<file path="src/rtl/onetoeight_demux_collector.sv">
// Sequential 1-to-WIDTH bit demultiplexer that assembles a word from a bit stream
// (addressed or auto-increment placement) and hands it off over valid/ready.
module onetoeight_demux_collector #(
  parameter int WIDTH = 8,
  parameter int SEL_W = 3
) (
  input  logic             clk,
  input  logic             rst,
  input  logic             din,
  input  logic [SEL_W-1:0] din_sel,
  input  logic             din_valid,
  output logic             din_ready,
  input  logic             auto_mode,
  input  logic             flush,
  output logic [WIDTH-1:0] out,
  output logic             out_valid,
  input  logic             out_ready,
  output logic [WIDTH-1:0] filled,
  output logic             dup
);

  typedef enum logic [1:0] {
    IDLE    = 2'd0,
    COLLECT = 2'd1,
    FULL    = 2'd2
  } state_e;

  state_e           state_q, state_d;
  logic [WIDTH-1:0] out_q, out_d;
  logic [WIDTH-1:0] filled_q, filled_d;
  logic [SEL_W-1:0] cnt_q, cnt_d;
  logic             mode_q, mode_d;
  logic             dup_q, dup_d;

  logic             acc;
  logic             use_auto;
  logic [SEL_W-1:0] pos;

  assign din_ready = (state_q != FULL);
  assign acc       = din_valid & din_ready;

  // Mode is sampled live only for the first bit of a word, then frozen.
  assign use_auto  = (state_q == IDLE) ? auto_mode : mode_q;
  assign pos       = use_auto ? cnt_q : din_sel;

  always_comb begin
    state_d  = state_q;
    out_d    = out_q;
    filled_d = filled_q;
    cnt_d    = cnt_q;
    mode_d   = mode_q;
    dup_d    = 1'b0;
    unique case (state_q)
      IDLE, COLLECT: begin
        if (acc) begin
          mode_d        = use_auto;
          out_d[pos]    = din;
          filled_d[pos] = 1'b1;
          if (use_auto) begin
            cnt_d = cnt_q + SEL_W'(1);
          end else begin
            dup_d = filled_q[pos];
          end
        end
        if (&filled_d || (flush && state_q == COLLECT)) begin
          state_d = FULL;
        end else if (|filled_d) begin
          state_d = COLLECT;
        end else begin
          state_d = IDLE;
        end
      end
      FULL: begin
        if (out_ready) begin
          state_d  = IDLE;
          out_d    = '0;
          filled_d = '0;
          cnt_d    = '0;
        end
      end
      default: begin
        state_d  = IDLE;
        out_d    = '0;
        filled_d = '0;
        cnt_d    = '0;
      end
    endcase
  end

  always_ff @(posedge clk) begin
    if (rst) begin
      state_q  <= IDLE;
      out_q    <= '0;
      filled_q <= '0;
      cnt_q    <= '0;
      mode_q   <= 1'b0;
      dup_q    <= 1'b0;
    end else begin
      state_q  <= state_d;
      out_q    <= out_d;
      filled_q <= filled_d;
      cnt_q    <= cnt_d;
      mode_q   <= mode_d;
      dup_q    <= dup_d;
    end
  end

  assign out       = out_q;
  assign filled    = filled_q;
  assign out_valid = (state_q == FULL);
  assign dup       = dup_q;

endmodule

</file>
<file path="config.mk">
export PLATFORM = sky130hd
export DESIGN_NAME = onetoeight_demux_collector
export DESIGN_NICKNAME = d
export VERILOG_FILES = /design/src/rtl/onetoeight_demux_collector.sv
export SDC_FILE = /design/constraint.sdc
export NUM_CORES = 1
export LEC_CHECK = 0
export ABC_AREA = 0
export CELL_PAD_IN_SITES_DETAIL_PLACEMENT = 0
export CELL_PAD_IN_SITES_GLOBAL_PLACEMENT = 2
export CORE_ASPECT_RATIO = 0.75
export CORE_MARGIN = 8
export CORE_UTILIZATION = 30
export DETAILED_ROUTE_END_ITERATION = 10
export GPL_TIMING_DRIVEN = 0
export HOLD_SLACK_MARGIN = 0.06
export PLACE_DENSITY_LB_ADDON = 0.15
export SKIP_LAST_GASP = 1
export SYNTH_ARGS = -nofsm -noshare
export SYNTH_HDL_FRONTEND = slang
export SYNTH_SLANG_ARGS = --single-unit
</file>
<file path="constraint.sdc">
create_clock -name clk -period 5.1 [get_ports clk]
set_clock_uncertainty 0.05 [all_clocks]
set_input_delay 1.02 -clock clk [delete_from_list [all_inputs] [get_ports clk]]
set_output_delay 1.02 -clock clk [all_outputs]
set_load 0.02 [all_outputs]
</file>
==> results of run 1 <==
==> worst paths after layout <==
| check | from | endpoint | slack [ps] | cells past startpoint |
|---|---|---|---|---|
| worst min-delay path | out[5] | out[5] | 410 | 2 |
| worst max register to register | state_q[1] | dup | 2480 | 8 |
| worst min register to register | out[5] | out[5] | 410 | 2 |
| worst max-delay path | auto_mode | dup | 1940 | 7 |
==> synthesized netlist by cell type (2+ instances only) <==
cell type	n
and4_1	2
nand3_1	9
o21ai_0	2
a22oi_1	6
a21oi_1	15
a311oi_1	2
and2_1	3
dfxtp_1	23
inv_1	2
buf_1	2
a221oi_1	3
mux2_4	2
mux2i_4	2
nor2_1	18
nand2b_1	6
mux2i_1	3
nor4_1	3
nand2_1	20
xor2_1	2
o21ai_1	2
clkbuf_1	2
o211ai_1	2
mux2_2	3
==> cell type report <==
type	instances	area [um2]
fill	410	2380
multi-input combinational	119	752
sequential	23	460
timing repair buffer	26	260
tap	55	68.8
clock buffer	3	41.3
buffer	5	22.5
clock inverter	1	7.51
inverter	2	7.51
==> sequential cells by signal, indices dropped and copies added, names as in the netlist <==
name     cells
state_q      2
dup          1
out          8
cnt_q        3
filled       8
mode_q       1
==> metrics by stage <==
| step | util, % | std cells | cell area, um2 |
|---|---|---|---|
| 3_3_place_gp | 39.3 | 230 | 1570 |
| 6_report | 40.5 | 234 | 1620 |
| 2_1_floorplan | - | 149 | 1240 |
| 3_5_place_dp | 39.3 | 230 | 1570 |
| 4_1_cts | 40.5 | 234 | 1620 |
| 5_1_grt | 40.5 | 234 | 1620 |
==> logic make-up after synthesis <==
group,count (synthesis),share of synthesized area [%]
simple gates,68,26.6
buf+inv,7,2.42
flops,23,37.1
xor+xnor,2,1.41
fa+ha+maj,1,1.01
mux,11,12.3
compound gates,37,19.2
==> per-layer routing <==
layer | vias to the layer above | part of all wire, % | routed length (um) | track usage [%]
li1 | 605 | - | - | -
met1 | 573 | 50 | 1840 | 15.4
met5 | - | 0 | 0 | 0
met4 | 0 | 0.46 | 17 | 3.31
met2 | 28 | 45 | 1650 | 19.5
met3 | 4 | 5.1 | 189 | 3.55
==> report_power, final <==
part / total (W) / internal, W / switching (W)
Clock: 0.000122 / 0.0000555 / 0.0000663
Sequential: 0.000205 / 0.000191 / 0.0000142
Combinational: 0.000138 / 0.0000587 / 0.0000795
==> worst max-delay path, stage by stage <==
cell and delay (ps):
clkdlybuf4s50_1 470, mux2i_4 350, mux2i_1 590, mux2_2 400, a22oi_1 170, o21ai_0 100
and3_1 180
==> impl_metrics.json, run 1 <==
{
  "drt-wirelength-per-cell_um": 15.8,
  "seq_area_frac_synth_pct": 37.1,
  "netlist.area_leader.share_pct": 37.1,
  "num_vias": 1210,
  "cp_max_fo": 9,
  "grt_setup_unrepaired": "no",
  "setup_viol": 0,
  "holdBufCountCts": 0,
  "ant_nets": 0,
  "min_period_ps": 3160,
  "path_class": "in -> reg",
  "ys.flop_type": "dfxtp_1",
  "max_freq_ghz": 0.317,
  "fin_crit_sh_pct": 61.9,
  "avgSynthCellArea_um2": 8.34,
  "syn_to_final_growth_pct": 30.4,
  "design.core.area_um2": 4000,
  "worstMarginPinSlew_ps": 760,
  "worst_slack_ps": 1940,
  "syn-cell-area_um2": 1240,
  "finalHoldViolCount": 0,
  "avgViaCountPerCell": 5.17,
  "async_reset_ff_share_pct": 0,
  "dieArea_um2": 6480,
  "track_usage_pct": 12.1,
  "synth_edf_count": 0,
  "yosys.area.top_type": "dfxtp_1",
  "drc": 0,
  "finalNetCount": 191,
  "hold_ws_ps": 412,
  "grt_max_degree": 15,
  "fin_total_pwr_w": 0.000465,
  "diodes": 0,
  "dp_slack_ps": 1670,
  "cts.htree.levels": 1,
  "status": "finished clean",
  "grt-ovfl-total": 0,
  "cts.reportedPaths.clkPinSlew_ps": 90,
  "cp-end-kind": "flop",
  "routabilityCongestion": 0.744,
  "die_w_um": 90.3,
  "slew_violations": 0,
  "cts_tree": "built",
  "first_pass_iters": 5,
  "startpoint_type": "input pin",
  "yosysUniqueCellTypes": 38,
  "cp_data_required_time_ps": 5220,
  "synth-seq-cells": 23,
  "synth.area.top_cells": "dfxtp_1 37%, a21oi_1 6.0%, nand2_1 6.0%, nor2_1 5.4%, nand3_1 3.6%",
  "cts_setup_buffers": 0,
  "ir_worst_vdd_mv": 0.151,
  "fin_setup_tns_ps": 0,
  "layout_commonest_cell": "clkdlybuf4s50_1",
  "io_buffers": 26,
  "drt_iter0_drc": 53,
  "numCtsBuffers": 3,
  "rows": 20,
  "grt_pass1_wl_mm": 6.38,
  "post-dp-hpwl_mm": 2.76,
  "grt_pass1_vias": 1278,
  "cts_buffer_depth": 2,
  "clock_latency_ps": 270,
  "layout-drive-gt1-share_pct": 8.38,
  "hp-class": "reg -> reg",
  "postSynthCellCount": 149,
  "clock-root-buffer": "clkbuf_8",
  "post_cts_resized": 0,
  "crit_arrival_ps": 3280,
  "start_util_pct": 31.0,
  "maxCapViolations": 0,
  "layout_common_cells": "26 x clkdlybuf4s50_1, 23 x dfxtp_1, 20 x nand2_1, 18 x nor2_1, 15 x a21oi_1",
  "cts_num_sinks": 23,
  "power_density_nw_per_um2": 287,
  "slew_headroom_pct": 49.0,
  "antenna_found_initial": 0,
  "ios": 29,
  "syn_nets": 160,
  "die-height_um": 71.7,
  "synth_warnings": 0,
  "power.leakage_nw": 0.555,
  "routed_wl_mm": 3.70
}
(Power assumes the default switching activity.)
==> run 2, diff against run 1 <==
--- a/config.mk
+++ b/config.mk
@@ -10,7 +10,7 @@
 export CELL_PAD_IN_SITES_GLOBAL_PLACEMENT = 2
 export CORE_ASPECT_RATIO = 0.75
 export CORE_MARGIN = 8
-export CORE_UTILIZATION = 30
+export CORE_UTILIZATION = 28
 export DETAILED_ROUTE_END_ITERATION = 10
 export GPL_TIMING_DRIVEN = 0
 export HOLD_SLACK_MARGIN = 0.06
==> constraint.sdc (replaced) <==
create_clock -name clk -period 3.3 [get_ports clk]
set_clock_uncertainty 0.05 [all_clocks]
set_input_delay 0.66 -clock clk [delete_from_list [all_inputs] [get_ports clk]]
set_output_delay 0.66 -clock clk [all_outputs]
set_load 0.02 [all_outputs]
==> impl_metrics.json, run 2 (synthesis gave the netlist of run 1 again) <==
{
  "holdBufCountCts": 0,
  "cts.htree.levels": 1,
  "design.core.area_um2": 4360,
  "drt-wirelength-per-cell_um": 15.6,
  "cp_data_required_time_ps": 3410,
  "worst_slack_ps": 497,
  "grt_pass1_vias": 1206,
  "avgViaCountPerCell": 5.29,
  "path_class": "in -> reg",
  "grt_setup_unrepaired": "no",
  "syn_to_final_growth_pct": 30.3,
  "critical-path-max-stage-delay_ps": 580,
  "power.leakage_nw": 0.556,
  "ios": 29,
  "cp-end-kind": "flop",
  "dieArea_um2": 6850,
  "routabilityCongestion": 0.739,
  "worstMarginPinSlew_ps": 816,
  "finalNetCount": 191,
  "diodes": 0,
  "crit_arrival_ps": 2910,
  "cts_buffer_depth": 2,
  "cts_tree": "built",
  "nFillCells": 475,
  "antenna_found_initial": 0,
  "register_area_um2": 460,
  "fin_crit_sh_pct": 84.9,
  "multi_input_area_um2": 752,
  "rows": 21,
  "layout_common_cells": "26 x clkdlybuf4s50_1, 23 x dfxtp_1, 20 x nand2_1, 18 x nor2_1, 15 x a21oi_1",
  "fin_setup_tns_ps": 0,
  "numCtsBuffers": 3,
  "post_cts_resized": 0,
  "setup_viol": 0,
  "cts.reportedPaths.clkPinSlew_ps": 80,
  "grt_pass1_wl_mm": 6.00,
  "path_cells": "clkdlybuf4s50_1 -> mux2i_4 -> mux2i_1 -> mux2_2 -> a22oi_1 -> o21ai_0 -> and3_1",
  "maxCapViolations": 0,
  "startpoint_type": "input pin",
  "clock_latency_ps": 260,
  "dp_slack_ps": 231,
  "hp-class": "reg -> reg",
  "power_density_nw_per_um2": 436,
  "first_pass_iters": 5,
  "drt_iter0_drc": 62,
  "ir_worst_vdd_mv": 0.203,
  "routed_wl_mm": 3.67,
  "status": "finished clean",
  "clock-root-buffer": "clkbuf_8",
  "path_buf_inv": 1,
  "post-route-util_pct": 37.1,
  "cts_setup_buffers": 0,
  "grt-ovfl-total": 0,
  "die_w_um": 92.9,
  "die-height_um": 73.7,
  "cp_max_fo": 9,
  "max_freq_ghz": 0.357,
  "track_usage_pct": 11.0,
  "cts_num_sinks": 23,
  "slew_headroom_pct": 45.3,
  "io_buffers": 26,
  "layout-drive-gt1-share_pct": 7.82,
  "ant_nets": 0,
  "min_period_ps": 2800,
  "start_util_pct": 28.5,
  "slowest_stage": "mux2i_1",
  "drc": 0,
  "finalHoldViolCount": 0,
  "grt_max_degree": 13,
  "cp_top_family": "multiplexers",
  "layout_commonest_cell": "clkdlybuf4s50_1",
  "num_vias": 1249,
  "fin_total_pwr_w": 0.000707,
  "post-dp-hpwl_mm": 2.73,
  "slew_violations": 0
}
[run 2: path summary, 6_finish.rpt]
check | from | endpoint | slack (ps) | cells past startpoint
max | auto_mode | dup | 500 | 7
min | out[2] | out[2] | 410 | 2
max reg2reg | state_q[1] | dup | 660 | 8
min reg2reg | out[2] | out[2] | 410 | 2
[run 2: power breakdown]
part	total, W	switching, W	internal, W
Sequential	0.000316	0.0000217	0.000295
Clock	0.000176	0.0000899	0.0000862
Combinational	0.000214	0.000123	0.0000909
[run 2: stage by stage]
step	cell area, um2	hold WS (ps)	cells
2_1_floorplan	1240	477	149
3_3_place_gp	1570	392	232
3_5_place_dp	1570	401	232
4_1_cts	1620	412	236
5_1_grt	1620	432	236
6_report	1620	408	236
[run 2: final cells by class]
cell class / count / share of cell area [%]
plain buffers: 5 / 1.39
clock buffers: 4 / 2.78
inverters: 2 / 0.464
multi-input cells: 119 / 46.4
flip-flops and latches: 23 / 28.4
well taps: 57 / 4.40
repair buffers: 26 / 16.1
[run 2: metal layers]
layer | up-vias | share of wire, % | track usage [%]
met5 | - | 0 | 0
met4 | 0 | 0.52 | 2.31
met3 | 2 | 5.9 | 3.37
met2 | 36 | 45 | 17.4
met1 | 607 | 49 | 14.3
li1 | 604 | - | -
[run 2: worst reg2reg max path, stage by stage, from the launching register on]
cell	delay (ps)
dfxtp_1	300
buf_4	150
nor2_4	160
mux2i_4	410
mux2i_1	580
mux2_2	400
a22oi_1	200
o21ai_0	120
and3_1	180
==> run 3, diff against run 2 <==
--- a/config.mk
+++ b/config.mk
@@ -10,7 +10,7 @@
 export CELL_PAD_IN_SITES_GLOBAL_PLACEMENT = 2
 export CORE_ASPECT_RATIO = 0.75
 export CORE_MARGIN = 8
-export CORE_UTILIZATION = 28
+export CORE_UTILIZATION = 25
 export DETAILED_ROUTE_END_ITERATION = 10
 export GPL_TIMING_DRIVEN = 0
 export HOLD_SLACK_MARGIN = 0.06
==> constraint.sdc (replaced) <==
create_clock -name clk -period 2.3 [get_ports clk]
set_clock_uncertainty 0.05 [all_clocks]
set_input_delay 0.46 -clock clk [delete_from_list [all_inputs] [get_ports clk]]
set_output_delay 0.46 -clock clk [all_outputs]
set_load 0.02 [all_outputs]
==> impl_metrics.json, run 3 (synthesis gave the netlist of run 1 again) <==
{
  "status": "finished clean",
  "layout-drive-gt1-share_pct": 18.0,
  "rows": 22,
  "cts_tree": "built",
  "critical-path-max-stage-delay_ps": 390,
  "cp_data_required_time_ps": 2460,
  "drt_iter0_drc": 57,
  "routabilityCongestion": 0.719,
  "min_period_ps": 2190,
  "cp_max_fo": 7,
  "layout_commonest_cell": "clkdlybuf4s50_1",
  "ios": 29,
  "crit_arrival_ps": 2350,
  "cts.reportedPaths.clkPinSlew_ps": 100,
  "holdBufCountCts": 0,
  "grt_pass1_vias": 1246,
  "start_util_pct": 25.6,
  "dp_slack_ps": -608,
  "layout_common_cells": "25 x clkdlybuf4s50_1, 21 x dfxtp_1, 20 x nand2_1, 18 x nor2_1, 13 x a21oi_1",
  "hold_ws_ps": 408,
  "design.core.area_um2": 4840,
  "slew_headroom_pct": 64.2,
  "worstMarginPinSlew_ps": 537,
  "grt-ovfl-total": 0,
  "path_cells": "nor2_4 -> mux2i_4 -> mux2i_4 -> buf_6 -> and4_1 -> a21oi_2 -> o31ai_2 -> nor2b_1",
  "routed_wl_mm": 3.95,
  "slowest_stage": "mux2i_4",
  "die_w_um": 97.4,
  "cts_num_sinks": 23,
  "startpoint_type": "flop",
  "drt-wirelength-per-cell_um": 15.9,
  "post-dp-hpwl_mm": 2.79,
  "clock-root-buffer": "clkbuf_8",
  "cp-end-kind": "flop",
  "grt_max_degree": 15,
  "post-route-util_pct": 36.5,
  "num_vias": 1264,
  "path_class": "reg -> reg",
  "diodes": 0,
  "die-height_um": 77.1,
  "ir_worst_vdd_mv": 0.216,
  "first_pass_iters": 4,
  "worst_slack_ps": 107,
  "cp_common_cell": "mux2i_4",
  "dieArea_um2": 7500,
  "cts.htree.levels": 1,
  "power.leakage_nw": 0.628,
  "io_buffers": 26,
  "slew_violations": 0,
  "nFillCells": 528,
  "setup_viol": 0,
  "ant_nets": 0,
  "fin_crit_sh_pct": 95.4,
  "avgViaCountPerCell": 5.08,
  "max_freq_ghz": 0.456,
  "clock_latency_ps": 280,
  "maxCapViolations": 0,
  "hp-class": "reg -> reg",
  "antenna_found_initial": 0,
  "grt_setup_unrepaired": "yes",
  "track_usage_pct": 10.5,
  "cts_buffer_depth": 2,
  "grt_pass1_wl_mm": 6.40,
  "numCtsBuffers": 3,
  "drc": 0,
  "finalNetCount": 201,
  "finalHoldViolCount": 0,
  "power_density_nw_per_um2": 622,
  "syn_to_final_growth_pct": 42.5
}
## run 3: cell count changes in the layout (fill, tap and decap cells not counted), moves of 2 or more
cell     delta
a21oi_1     -2
a21oi_2     +2
buf_4       +8
buf_6       +2
dfxtp_1     -2
mux2_2      -2
mux2_4      +2
mux2i_4     +2
o21ai_2     +2
## run 3: routing by layer
metal	vias to the layer above	track usage [%]	wire (um)
met5	-	0	0
li1	623	-	-
met4	0	3.47	55
met2	32	16.4	1760
met1	605	13.2	1910
met3	4	3.40	230
## run 3: where the power goes
| group | internal (W) | switching [W] | total [W] | leakage [nW] |
|---|---|---|---|---|
| Sequential | 0.000424 | 0.0000341 | 0.000458 | 0.188 |
| Combinational | 0.000174 | 0.000194 | 0.000368 | 0.419 |
| Clock | 0.000123 | 0.000152 | 0.000276 | 0.0217 |
## run 3: repair_timing
item / 4_1_cts / 5_1_grt
buffers inserted: 6 / 5
gates resized for setup: 5 / 13
pin swaps: 1 / 2
setup endpoints to repair: 8 / 12
## run 3: worst paths after layout
check | start | to | slack, ps | depth (start not counted)
max reg2reg | state_q[1] | state_q[1] | 110 | 8
min reg2reg | out[1] | out[1] | 410 | 2
max | state_q[1] | state_q[1] | 110 | 8
min | out[1] | out[1] | 410 | 2
## run 3: final cells by class
class / instances / area (um2) / area share, %
flip-flops and latches: 23 / 465 / 26.3
well taps: 60 / 75.1 / 4.24
multi-input cells: 119 / 806 / 45.5
repair buffers: 37 / 353 / 19.9
inverters: 2 / 7.51 / 0.424
clock buffers: 3 / 41.3 / 2.33
plain buffers: 4 / 15.0 / 0.848
clock inverters: 1 / 7.51 / 0.424
## run 3: worst max-delay path: cells and delay by family (launching register included)
kind / cells / cell delay (ps)
muxes: 2 / 760
and+or+nand+nor: 3 / 510
DFF: 1 / 370
AOI/OAI and AO/OA: 2 / 300
buffers and inverters: 1 / 140
## run 3: metrics by stage
step	setup TNS, ps	area [um2]	power (W)	instances
floorplan	0	1240	0.000663	149
global placement	-5000	1580	0.000771	235
detailed placement	-4880	1580	0.000771	235
CTS	0	1700	0.00109	245
global route	-5.81	1770	0.00117	249
finish	0	1770	0.00110	249
